File: src/rtl/ixc_gfifo_pkg.sv
// Shared types and constants for the GFIFO drain block: record layout,
// serializer states and header field placement.
package ixc_gfifo_pkg;

    localparam int GF_DW     = 512;
    localparam int GF_MAXLEN = 512;
    localparam int GF_CBID_W = 20;
    localparam int GF_LEN_W  = 12;
    localparam int GF_SEQ_W  = 32;
    localparam int GF_HDR_W  = 64;

    // Header word field offsets
    localparam int HDR_CBID_LSB = 0;
    localparam int HDR_LEN_LSB  = 20;
    localparam int HDR_SEQ_LSB  = 32;

    typedef struct packed {
        logic [GF_CBID_W-1:0] cbid;
        logic [GF_LEN_W-1:0]  len;
        logic [GF_DW-1:0]     data;
    } gf_rec_t;

    typedef enum logic [1:0] {
        IDLE = 2'd0,
        HDR  = 2'd1,
        DATA = 2'd2
    } drain_state_e;

    // Lengths above the payload size are stored as a full payload
    function automatic logic [GF_LEN_W-1:0] clamp_len(input logic [GF_LEN_W-1:0] len);
        return (len > GF_LEN_W'(GF_MAXLEN)) ? GF_LEN_W'(GF_MAXLEN) : len;
    endfunction

    function automatic logic [GF_HDR_W-1:0] make_hdr(
        input logic [GF_SEQ_W-1:0]  seqno,
        input logic [GF_LEN_W-1:0]  len,
        input logic [GF_CBID_W-1:0] cbid
    );
        logic [GF_HDR_W-1:0] hdr;
        hdr = '0;
        hdr[HDR_CBID_LSB +: GF_CBID_W] = cbid;
        hdr[HDR_LEN_LSB  +: GF_LEN_W]  = len;
        hdr[HDR_SEQ_LSB  +: GF_SEQ_W]  = seqno;
        return hdr;
    endfunction

endpackage

File: src/rtl/ixc_gfifo_drain_if.sv
// CGF record bus from the ports plus the 64-bit upload stream.
// master = port/host side, slave = the drain block.
interface ixc_gfifo_drain_if;
    import ixc_gfifo_pkg::*;

    logic                 GFtsReq;
    logic [GF_CBID_W-1:0] GFcbid;
    logic [GF_LEN_W-1:0]  GFlen;
    logic [GF_DW-1:0]     GFidata;
    logic                 GFfull;

    logic                 ovalid;
    logic                 oready;
    logic [63:0]          odata;
    logic                 olast;

    modport master (
        output GFtsReq, GFcbid, GFlen, GFidata, oready,
        input  GFfull, ovalid, odata, olast
    );

    modport slave (
        input  GFtsReq, GFcbid, GFlen, GFidata, oready,
        output GFfull, ovalid, odata, olast
    );
endinterface

File: src/rtl/ixc_gfifo_buf.sv
// Small first-word-fall-through record FIFO. The head entry is visible
// combinationally so the serializer can present a header the cycle after
// the record is written. Caller guarantees no push when full without a pop
// and no pop when empty.
module ixc_gfifo_buf #(
    parameter  int DEPTH = 4,
    parameter  int W     = 8,
    localparam int AW    = $clog2(DEPTH),
    localparam int CW    = AW + 1
) (
    input  logic          clk,
    input  logic          rst,
    input  logic          push,
    input  logic          pop,
    input  logic [W-1:0]  wdata,
    output logic [W-1:0]  rdata,
    output logic [CW-1:0] count,
    output logic [CW-1:0] count_next
);

    logic [W-1:0]  mem [DEPTH];
    logic [AW-1:0] wr_ptr_q, wr_ptr_d;
    logic [AW-1:0] rd_ptr_q, rd_ptr_d;
    logic [CW-1:0] count_q, count_d;

    // Pointer and occupancy update; power-of-two depth lets pointers wrap freely
    always_comb begin
        wr_ptr_d = wr_ptr_q + AW'(push);
        rd_ptr_d = rd_ptr_q + AW'(pop);
        count_d  = count_q + CW'(push) - CW'(pop);
    end

    // Control registers, cleared by reset (abandons all stored records)
    always_ff @(posedge clk) begin
        if (rst) begin
            wr_ptr_q <= '0;
            rd_ptr_q <= '0;
            count_q  <= '0;
        end else begin
            wr_ptr_q <= wr_ptr_d;
            rd_ptr_q <= rd_ptr_d;
            count_q  <= count_d;
        end
    end

    // Storage array; contents need no reset since occupancy gates their use
    always_ff @(posedge clk) begin
        if (push) begin
            mem[wr_ptr_q] <= wdata;
        end
    end

    assign rdata      = mem[rd_ptr_q];
    assign count      = count_q;
    assign count_next = count_d;

endmodule

File: src/rtl/ixc_gfifo_drain.sv
// GFIFO drain: captures CGF records into a small buffer, raises GFfull
// backpressure, and serializes each record as a header word followed by
// ceil(len/64) payload words on a valid/ready stream.
module ixc_gfifo_drain
    import ixc_gfifo_pkg::*;
#(
    parameter int DEPTH = 4,
    parameter int OW    = 64
) (
    input  logic                fclk,
    input  logic                rst,
    ixc_gfifo_drain_if.slave    bus,
    output logic                ovf,
    output logic                lenerr,
    output logic [GF_SEQ_W-1:0] seq
);

    localparam int CW = $clog2(DEPTH) + 1;
    localparam int NW = GF_DW / OW;
    localparam int IW = $clog2(NW);
    localparam int LW = $clog2(OW);
    localparam logic [CW-1:0] DEPTH_C = CW'(DEPTH);
    localparam logic [CW-1:0] HIGH_C  = CW'(DEPTH - 1);

    gf_rec_t             wr_rec;
    gf_rec_t             head;
    logic [CW-1:0]       count;
    logic [CW-1:0]       count_next;
    logic                push;
    logic                pop;
    logic                hs;
    logic                len_over;
    logic                more;

    drain_state_e        state_q, state_d;
    logic [IW-1:0]       idx_q, idx_d;
    logic                gffull_q, gffull_d;
    logic                ovf_q, ovf_d;
    logic                lenerr_q, lenerr_d;
    logic [GF_SEQ_W-1:0] seq_q, seq_d;

    logic [GF_LEN_W-1:0] n_dw;
    logic                last_dw;
    logic [LW-1:0]       rem;
    logic [OW-1:0]       tail_mask;
    logic [OW-1:0]       cur_word;
    logic [OW-1:0]       words [NW];

    logic                ovalid;
    logic                olast;
    logic [OW-1:0]       odata;

    // Incoming record with its length clamped to a full payload
    assign len_over    = bus.GFlen > GF_LEN_W'(GF_MAXLEN);
    assign wr_rec.cbid = bus.GFcbid;
    assign wr_rec.len  = clamp_len(bus.GFlen);
    assign wr_rec.data = bus.GFidata;

    // A pop frees a slot in the same cycle, so a full buffer still accepts
    assign hs   = ovalid & bus.oready;
    assign pop  = hs & olast;
    assign push = bus.GFtsReq & ((count != DEPTH_C) | pop);
    // Something remains to serialize after this cycle's pop
    assign more = (count > CW'(1)) | push;

    ixc_gfifo_buf #(
        .DEPTH (DEPTH),
        .W     ($bits(gf_rec_t))
    ) u_buf (
        .clk        (fclk),
        .rst        (rst),
        .push       (push),
        .pop        (pop),
        .wdata      (wr_rec),
        .rdata      (head),
        .count      (count),
        .count_next (count_next)
    );

    // Slice the head payload into output-width words
    genvar gi;
    generate
        for (gi = 0; gi < NW; gi++) begin : g_word
            assign words[gi] = head.data[gi*OW +: OW];
        end
    endgenerate

    assign n_dw      = (head.len + GF_LEN_W'(OW - 1)) >> LW;
    assign last_dw   = ({{(GF_LEN_W-IW){1'b0}}, idx_q} == (n_dw - GF_LEN_W'(1)));
    assign rem       = head.len[LW-1:0];
    assign tail_mask = (rem == '0) ? '1 : ((OW'(1) << rem) - OW'(1));
    assign cur_word  = words[idx_q];

    // Output word for the current state; head seq = seq minus records still held
    always_comb begin
        ovalid = 1'b0;
        olast  = 1'b0;
        odata  = '0;
        case (state_q)
            HDR: begin
                ovalid = 1'b1;
                olast  = (head.len == '0);
                odata  = make_hdr(seq_q - GF_SEQ_W'(count), head.len, head.cbid);
            end
            DATA: begin
                ovalid = 1'b1;
                olast  = last_dw;
                odata  = last_dw ? (cur_word & tail_mask) : cur_word;
            end
            default: ;
        endcase
    end

    // Serializer next state; chains straight into the next header when more is queued
    always_comb begin
        state_d = state_q;
        idx_d   = idx_q;
        case (state_q)
            IDLE: begin
                if ((count != '0) || push) begin
                    state_d = HDR;
                end
            end
            HDR: begin
                if (hs) begin
                    idx_d = '0;
                    if (olast) begin
                        state_d = more ? HDR : IDLE;
                    end else begin
                        state_d = DATA;
                    end
                end
            end
            DATA: begin
                if (hs) begin
                    if (olast) begin
                        state_d = more ? HDR : IDLE;
                        idx_d   = '0;
                    end else begin
                        idx_d = idx_q + IW'(1);
                    end
                end
            end
            default: begin
                state_d = IDLE;
                idx_d   = '0;
            end
        endcase
    end

    // Backpressure keeps one slot of slack; flags are sticky until reset
    always_comb begin
        gffull_d = (count_next >= HIGH_C);
        ovf_d    = ovf_q | (bus.GFtsReq & ~push);
        lenerr_d = lenerr_q | (bus.GFtsReq & len_over);
        seq_d    = seq_q + GF_SEQ_W'(push);
    end

    // State and status registers
    always_ff @(posedge fclk) begin
        if (rst) begin
            state_q  <= IDLE;
            idx_q    <= '0;
            gffull_q <= 1'b0;
            ovf_q    <= 1'b0;
            lenerr_q <= 1'b0;
            seq_q    <= '0;
        end else begin
            state_q  <= state_d;
            idx_q    <= idx_d;
            gffull_q <= gffull_d;
            ovf_q    <= ovf_d;
            lenerr_q <= lenerr_d;
            seq_q    <= seq_d;
        end
    end

    assign bus.GFfull = gffull_q;
    assign bus.ovalid = ovalid;
    assign bus.olast  = olast;
    assign bus.odata  = odata;
    assign ovf        = ovf_q;
    assign lenerr     = lenerr_q;
    assign seq        = seq_q;

endmodule

File: src/flat_wrapper.sv
// flat-port wrapper written by rule: the top's interface ports become plain ports
module ixc_gfifo_drain_flat import ixc_gfifo_pkg::*;
#(
    parameter int DEPTH = 4,
    parameter int OW    = 64
)
  (fclk, rst, ovf, lenerr, seq, bus_GFtsReq, bus_GFcbid, bus_GFlen, bus_GFidata, bus_oready, bus_GFfull, bus_ovalid, bus_odata, bus_olast);
  ixc_gfifo_drain_if bus_i ();
  input  logic fclk;
  input  logic rst;
  output logic ovf;
  output logic lenerr;
  output logic [GF_SEQ_W-1:0] seq;
  input wire logic [$bits(bus_i.GFtsReq)-1:0] bus_GFtsReq;
  input wire logic [$bits(bus_i.GFcbid)-1:0] bus_GFcbid;
  input wire logic [$bits(bus_i.GFlen)-1:0] bus_GFlen;
  input wire logic [$bits(bus_i.GFidata)-1:0] bus_GFidata;
  input wire logic [$bits(bus_i.oready)-1:0] bus_oready;
  output wire logic [$bits(bus_i.GFfull)-1:0] bus_GFfull;
  output wire logic [$bits(bus_i.ovalid)-1:0] bus_ovalid;
  output wire logic [$bits(bus_i.odata)-1:0] bus_odata;
  output wire logic [$bits(bus_i.olast)-1:0] bus_olast;
  assign bus_i.GFtsReq = bus_GFtsReq;
  assign bus_i.GFcbid = bus_GFcbid;
  assign bus_i.GFlen = bus_GFlen;
  assign bus_i.GFidata = bus_GFidata;
  assign bus_i.oready = bus_oready;
  assign bus_GFfull = bus_i.GFfull;
  assign bus_ovalid = bus_i.ovalid;
  assign bus_odata = bus_i.odata;
  assign bus_olast = bus_i.olast;
  ixc_gfifo_drain #(.DEPTH(DEPTH), .OW(OW)) u_core (.fclk(fclk), .rst(rst), .bus(bus_i), .ovf(ovf), .lenerr(lenerr), .seq(seq));
endmodule
File: config.mk
export PLATFORM = sky130hd
export DESIGN_NAME = ixc_gfifo_drain_flat
export DESIGN_NICKNAME = d
export VERILOG_FILES = /design/src/rtl/ixc_gfifo_pkg.sv /design/src/rtl/ixc_gfifo_drain_if.sv /design/src/rtl/ixc_gfifo_buf.sv /design/src/rtl/ixc_gfifo_drain.sv /design/src/flat_wrapper.sv
export SDC_FILE = /design/constraint.sdc
export NUM_CORES = 2
export LEC_CHECK = 0
export ABC_AREA = 1
export CAP_MARGIN = 20
export CORE_UTILIZATION = 33
export DETAILED_ROUTE_END_ITERATION = 6
export PLACE_DENSITY_LB_ADDON = 0.1
export SYNTH_ARGS = -nofsm -noshare
export SYNTH_HDL_FRONTEND = slang
export SYNTH_SLANG_ARGS = --single-unit
File: constraint.sdc
create_clock -name fclk -period 55.7 [get_ports fclk]
set_clock_uncertainty 0.05 [all_clocks]
set_input_delay 11.14 -clock fclk [delete_from_list [all_inputs] [get_ports fclk]]
set_output_delay 11.14 -clock fclk [all_outputs]
set_load 0.02 [all_outputs]
### Yosys cells after proc, flatten, opt, wreduce, memory -nomap -nowiden

Memory sizes are Yosys's and may differ from the RTL's. A register that Yosys moved wholly into a read port is not among the register bits.
Cells that the tools add are included.

| storage, ports and cells | value |
|---|---|
| flip-flop bits (word level) | 47 |
| memory bits (writable) | 2176 |
| input bits | 548 |
| output and inout port bits | 101 |
| logic and storage cells | 77 |
| memories kept | 1 |

| operators by class | value |
|---|---|
| add/subtract/negate cells | 10 |
| order comparisons | 4 |
| equality and inequality tests | 8 |
| shift operators | 1 |
| mux-type cells | 23 |
| bitwise gates (word level) | 13 |
| reduce and logical (&&, ||, !) cells | 8 |

Memory list:

| memory | depth | bits a word | rd ports | clocked after Yosys merged registers in | wr ports | line | RTL |
|---|---|---|---|---|---|---|---|
| u_core.u_buf.mem | 4 | 544 | 1 | 1 | 1 | ixc_gfifo_buf.sv:21 | `logic [W-1:0] mem [DEPTH];` |

Operators by type and width:

| kind | count |
|---|---|
| 2-to-1 mux 64 bit | 4 |
| binary-select mux 64 bit (select 3 bit) | 1 |
| case mux 64 bit (2 select lines) | 1 |
| bitwise AND 64 bit | 1 |
| left shift 1 x 6 -> 64 bit (first input constant) | 1 |
| subtractor 64 x 1 -> 64 bit (second input constant) | 1 |
| adder 32 x 1 -> 32 bit | 1 |
| subtractor 32 x 3 -> 32 bit | 1 |
| adder 12 x 6 -> 12 bit (second input constant) | 1 |
| equality test 3 x 12 -> 1 bit | 1 |
| > comparator 12 x 10 -> 1 bit (second input constant) | 1 |
| logical NOT 12 bit | 1 |
| 2-to-1 mux 12 bit | 1 |
| 2-to-1 mux 2 bit | 6 |
| 2-to-1 mux 3 bit | 3 |
| case mux 3 bit (3 select lines) | 1 |
| inequality test 2 x 1 -> 1 bit (second input constant) | 4 |
| subtractor 6 x 1 -> 7 bit (second input constant) | 1 |
| logical NOT 6 bit | 1 |
| case mux 2 bit (3 select lines) | 1 |
| bitwise AND 1 bit | 5 |
| adder 2 x 1 -> 2 bit | 2 |
| greater-or-equal comparator 4 bit (second input constant) | 1 |
| 2-to-1 mux 1 bit | 4 |
| other kinds (18) | 22 |

### Depth between registers and ports, before layout

| logic depth | value |
|---|---|
| depth after elaboration | 12 |
| depth in mapped cells | 45 |
| depth with buffers taken out | 43 |

### Hierarchy

Synthesis repeated with hierarchy kept, for this count alone.

| unflattened totals | value |
|---|---|
| cells, all modules | 8326 |
| area total of the unflattened synthesis | 95978.3 µm² |

Modules (own cells, without submodules):

| module | instances | cells an instance | area an instance (µm²) | sequential area each (µm²) |
|---|---|---|---|---|
| ixc_gfifo_buf | 1 | 6391 | 85669.7 | 65482.8 |
| ixc_gfifo_drain | 1 | 1935 | 10308.6 | 800.8 |

### Worst setup path before layout

No wires, ideal clock.

| path | value |
|---|---|
| kind | input -> register |
| start point | input bus_oready |
| end point | memory u_core.u_buf.mem[0][0] in the netlist's numbering, enable pin |
| arrival time | 47.994 ns |
| slack | 5.531 ns |
| cell stages on the path | 6 |
| buffers on the path | 0 |
| cell sequence | nand2_1 > inv_1 > nand2_1 > nand2_2 > nand2_2 > nor3_1 |

| between the ends | value |
|---|---|
| longest elaborated chain between the ends | 6 |

Ends and longest elaborated chain:

| item | line | RTL |
|---|---|---|
| start, declared | flat_wrapper.sv:18 | `input wire logic [$bits(bus_i.oready)-1:0] bus_oready;` |
| bitwise AND 1 bit | ixc_gfifo_drain.sv:60 | `assign hs = ovalid & bus.oready;` |
| bitwise AND 1 bit | ixc_gfifo_drain.sv:61 | `assign pop = hs & olast;` |
| bitwise OR 1 bit | ixc_gfifo_drain.sv:62 | `assign push = bus.GFtsReq & ((count != DEPTH_C) \| pop);` |
| bitwise AND 1 bit | ixc_gfifo_drain.sv:62 |  |
| 2-to-1 mux 1 bit | ixc_gfifo_buf.sv:48 | `if (push) begin` |
| 2-to-1 mux 1 bit (not written as such) | ixc_gfifo_buf.sv:49 | `mem[wr_ptr_q] <= wdata;` |
| end, declared | ixc_gfifo_buf.sv:21 |  |

No other way between the ends.

==> reports/results.txt <==
Synthesized-area fraction occupied by ao, oa, aoi and oai cells: 0.129. The synthesized-area fraction occupied by and/or/nand/nor cells works out to 0.109. In this run, synthesis produced a sequential element count of 2,223. At the pin with the least slew margin, the transition time is 1.23 ns. The run gives 329 mm as the total wirelength of the detailed-routed design.

Compared with the post-synthesis result, the final layout area differs by 20.7%. The global-route congestion overflow total is 0, and the largest net degree at the start of global routing is 179. For the number of violations of the max-capacitance limit, the log shows 0. Critical path class: flip-flop to output pin.

The post-synthesis async set-or-reset flop share is 0, and the violation count after the first detailed-route iteration is 5,101. The commonest cells after synthesis are edfxtp_1, nand2_1, a21oi_1. Minimum clock period after layout: 19.26 ns. The count of final hold-check violations came out at 0. Antenna violation net count after detailed routing: 0. The count of input and output buffers is 648, and the leakage dissipation is 37.2 nW. Once detailed placement completed, the half-perimeter wirelength came to 209 mm. The post-detailed-route wirelength per cell works out to 28.1 um. Critical register-to-register path endpoint: u_core.u_buf.mem[0][511]$_DFFE_PP_. The logs give 158 for the number of antenna violations at the first check in global routing and 0 for the count of synthesis-stage warnings from yosys. The classification of the worst-slack hold path is flip-flop to flip-flop.

Setup violations remaining at the end of the flow were counted as 0. For the via count of the first global-routing pass, the log shows 60,200. The run finished with clean final reports. The clock net in this run drives a total of 2,223 sinks.

The die covers 278,000 sq um. For the fraction of the yosys area taken by sequential cells, the log shows 0.728. Maximum ir drop on the vdd rail: 40.9 uV. The root buffer cell was clkbuf_16. The total number of vias is 62,300, and the die boundary width is 527 um. Largest family of logic cells by synthesized area: compound AO/OA/AOI/OAI gates. For the buffer count from post-CTS setup fixing, the log shows 0.

Worst hold path endpoint: u_core.state_q[1]$_SDFFE_PP0P_. The run gives 36.44 ns as the least setup slack across all paths after layout. The multi-input combinational cell area was 22,400 sq um. The first TritonRoute pass finished after 5 iterations.

The run gives 460 mm as the wire length of the first global-routing pass. Setup repair after global routing left no endpoint under its margin. Setup total negative slack on the finished layout was measured at 0 ns. Using the TritonRoute via totals, the vias-per-cell ratio works out to 5.32. Mapped cell area: 91,000 sq um.

The power per cell area was 39.8 nW/um^2. The count of cells resized by post-cts repair was 0; the clock transition at the register clock pins on the worst setup and hold paths after CTS was 0.06 ns. The post-route clock period utilization came out at 0.346. STA puts the critical path data required time at 44.51 ns. Timing analysis after detailed placement gives a worst setup slack of 37.43 ns. For this design, the CTS-stage hold fixing added 0 buffers. Across all register-to-register paths, the minimum setup slack is 46.99 ns. For the number of filler instances in the final layout, the log shows 25,800. The logs give 0 for the final number of max-transition violations and 263 for the total clock buffers created by CTS. The most critical setup path has its startpoint at u_core.u_buf.rd_ptr_q[0]$_SDFF_PP0_. TritonCTS built the clock tree. The data arrival time of the critical path was 8.07 ns. After the last flow step, the layout net total stands at 8,445. Among all cell types in the netlist, the one instantiated most often is edfxtp_1. Summed over all instances, the cell type with the most area after synthesis is edfxtp_1. The core region is 274,000 sq um. The routability congestion estimate from global placement is 0.911.

Die span in y: 527 um. The logs give 0.401 for the final design utilization and 4 for the deepest clock path buffer count. After synthesis, the cell types taking the most area are edfxtp_1, nand2_1, a21oi_1. The portion of synthesized cell area occupied by the leading cell type is 0.718.

The clock reaches the later pin of the worst-skew pair after 0.88 ns. For the count of H-tree levels built during CTS, the log shows 5. The proportion of synthesized area in mux cells is 0.

After detailed routing, the number of remaining DRC violations is 0. The nature of the critical path startpoint is a flip-flop. For the effective utilization at floorplan, the log shows 0.332. The worst hold path begins at u_core.state_q[1]$_SDFFE_PP0P_. STA classifies the critical path endpoint as an output pin. In the synthesized netlist the dominant register cell turns out to be edfxtp_1.

A synthesized cell averages 12.5 sq um. The logs give 649 for the number of ports placed on the die boundary and 0.229 for the overall global routing resource usage. The normalized max-slew margin came out at 0.174.

The netlist uses 54 different library cells. The worst reg-to-reg path cell count came out at 25. The register cell area after layout was 66,300 sq um; the number of synthesized flops with an enable pin was 2,176. The run gives 192 as the cell row count. The worst register-to-register path begins at u_core.u_buf.rd_ptr_q[0]$_SDFF_PP0_.

The highest fanout seen on the critical path was 121; the fraction of final layout cells with drive strength greater than 1 was 0.0769. The synthesized-area fraction occupied by adder cells was 0.00278. Derived from the worst setup path, the maximum achievable clock frequency is 0.0519 GHz. XOR/XNOR share of the synthesized area: 0.00269. The post-synthesis cell count was 7,296; the number of cells on the worst hold path was 2.
## cell families (layout without fill, tap and decap cells)
group,after synthesis,after routing
other cells,1,51
xor+xnor,28,28
compound gates,1904,1904
buf+inv,676,1439
simple gates,2445,2445
fa+ha+maj,19,19
flops,2223,2223
## flip-flops by register name (all words and copies together) (netlist names)
signal	cells
u_core.idx_q	3
u_core.state_q	2
u_core.seq	32
u_core.u_buf.wr_ptr_q	2
u_core.lenerr	1
u_core.bus.GFfull	1
u_core.u_buf.mem	2176
u_core.u_buf.count	3
u_core.ovf	1
u_core.u_buf.rd_ptr_q	2
## routing by layer
layer	global-route usage	wire, um
met5	0	698
met4	0.0744	10300
met1	0.308	144000
met2	0.367	153000
met3	0.0509	21000
## through the flow
stage          cell area, sq um  instances  hold WS (ns)  power [W]
3_5_place_dp             102000      11200         0.457    0.00280
3_3_place_gp             102000      11200         0.451    0.00280
4_1_cts                  110000      11700         0.466    0.00442
2_1_floorplan             91000       7303         0.428    0.00266
5_1_grt                  110000      11700         0.492    0.00452
6_report                 110000      11700         0.459    0.00437
## cell type report
| cell class | count | area share |
|---|---|---|
| Timing Repair Buffer | 816 | 0.0726 |
| Inverter | 170 | 0.00628 |
| Antenna cell | 43 | 0.000980 |
| Sequential cell | 2223 | 0.604 |
| Multi-Input combinational cell | 4404 | 0.204 |
| Clock inverter | 112 | 0.00821 |
| Clock buffer | 341 | 0.0634 |
| Tap cell | 3589 | 0.0409 |
## worst max-delay path by stage
| stage | slack [ns] | to | cells after the start |
|---|---|---|---|
| 2_1_floorplan | 5.53 | u_core.u_buf.mem[0][0]$_DFFE_PP_ | 6 |
| 3_5_place_dp | 37.43 | bus_odata[22] | 14 |
| 5_1_grt | 36.25 | bus_odata[22] | 14 |
| 4_1_cts | 36.44 | bus_odata[22] | 14 |
| 6_report | 36.44 | bus_odata[22] | 14 |
| 3_3_place_gp | 37.43 | bus_odata[22] | 14 |
## worst max-delay path: stages (launching register included)
cell and delay, ns:
dfxtp_4 0.49, clkinv_16 0.31, buf_4 0.59, buf_4 0.62
buf_4 0.66, buf_4 0.68, nand2_1 0.12, a32o_1 0.26
o211ai_1 0.33, o311ai_0 0.21, buf_4 0.20, a21oi_1 0.87
o31ai_1 0.31, a21oi_1 0.53, clkdlybuf4s50_1 0.71
## power breakdown
part | switching, W | internal [W] | total (W)
clock network | 0.000690 | 0.000926 | 0.00162
registers | 0.0000358 | 0.00202 | 0.00205
logic | 0.000508 | 0.000194 | 0.000701
total | 0.00123 | 0.00314 | 0.00437
## cell usage in the layout, fill, tap and decap left out, types with 35 or more instances in the layout
cell,n
edfxtp_1,2176
nand2_1,1886
a21oi_1,1125
clkdlybuf4s50_1,648
clkbuf_16,267
nor2_1,209
inv_1,154
nor3_1,150
buf_4,144
o21ai_0,130
a22oi_1,128
a221oi_1,116
o311ai_0,92
nand3_1,90
a32o_1,77
o211ai_1,77
clkbuf_1,73
clkinv_1,51
o311ai_1,48
diode_2,43
dfxtp_1,42
o311ai_2,35
No activity file was read; power rests on OpenSTA's default activity.
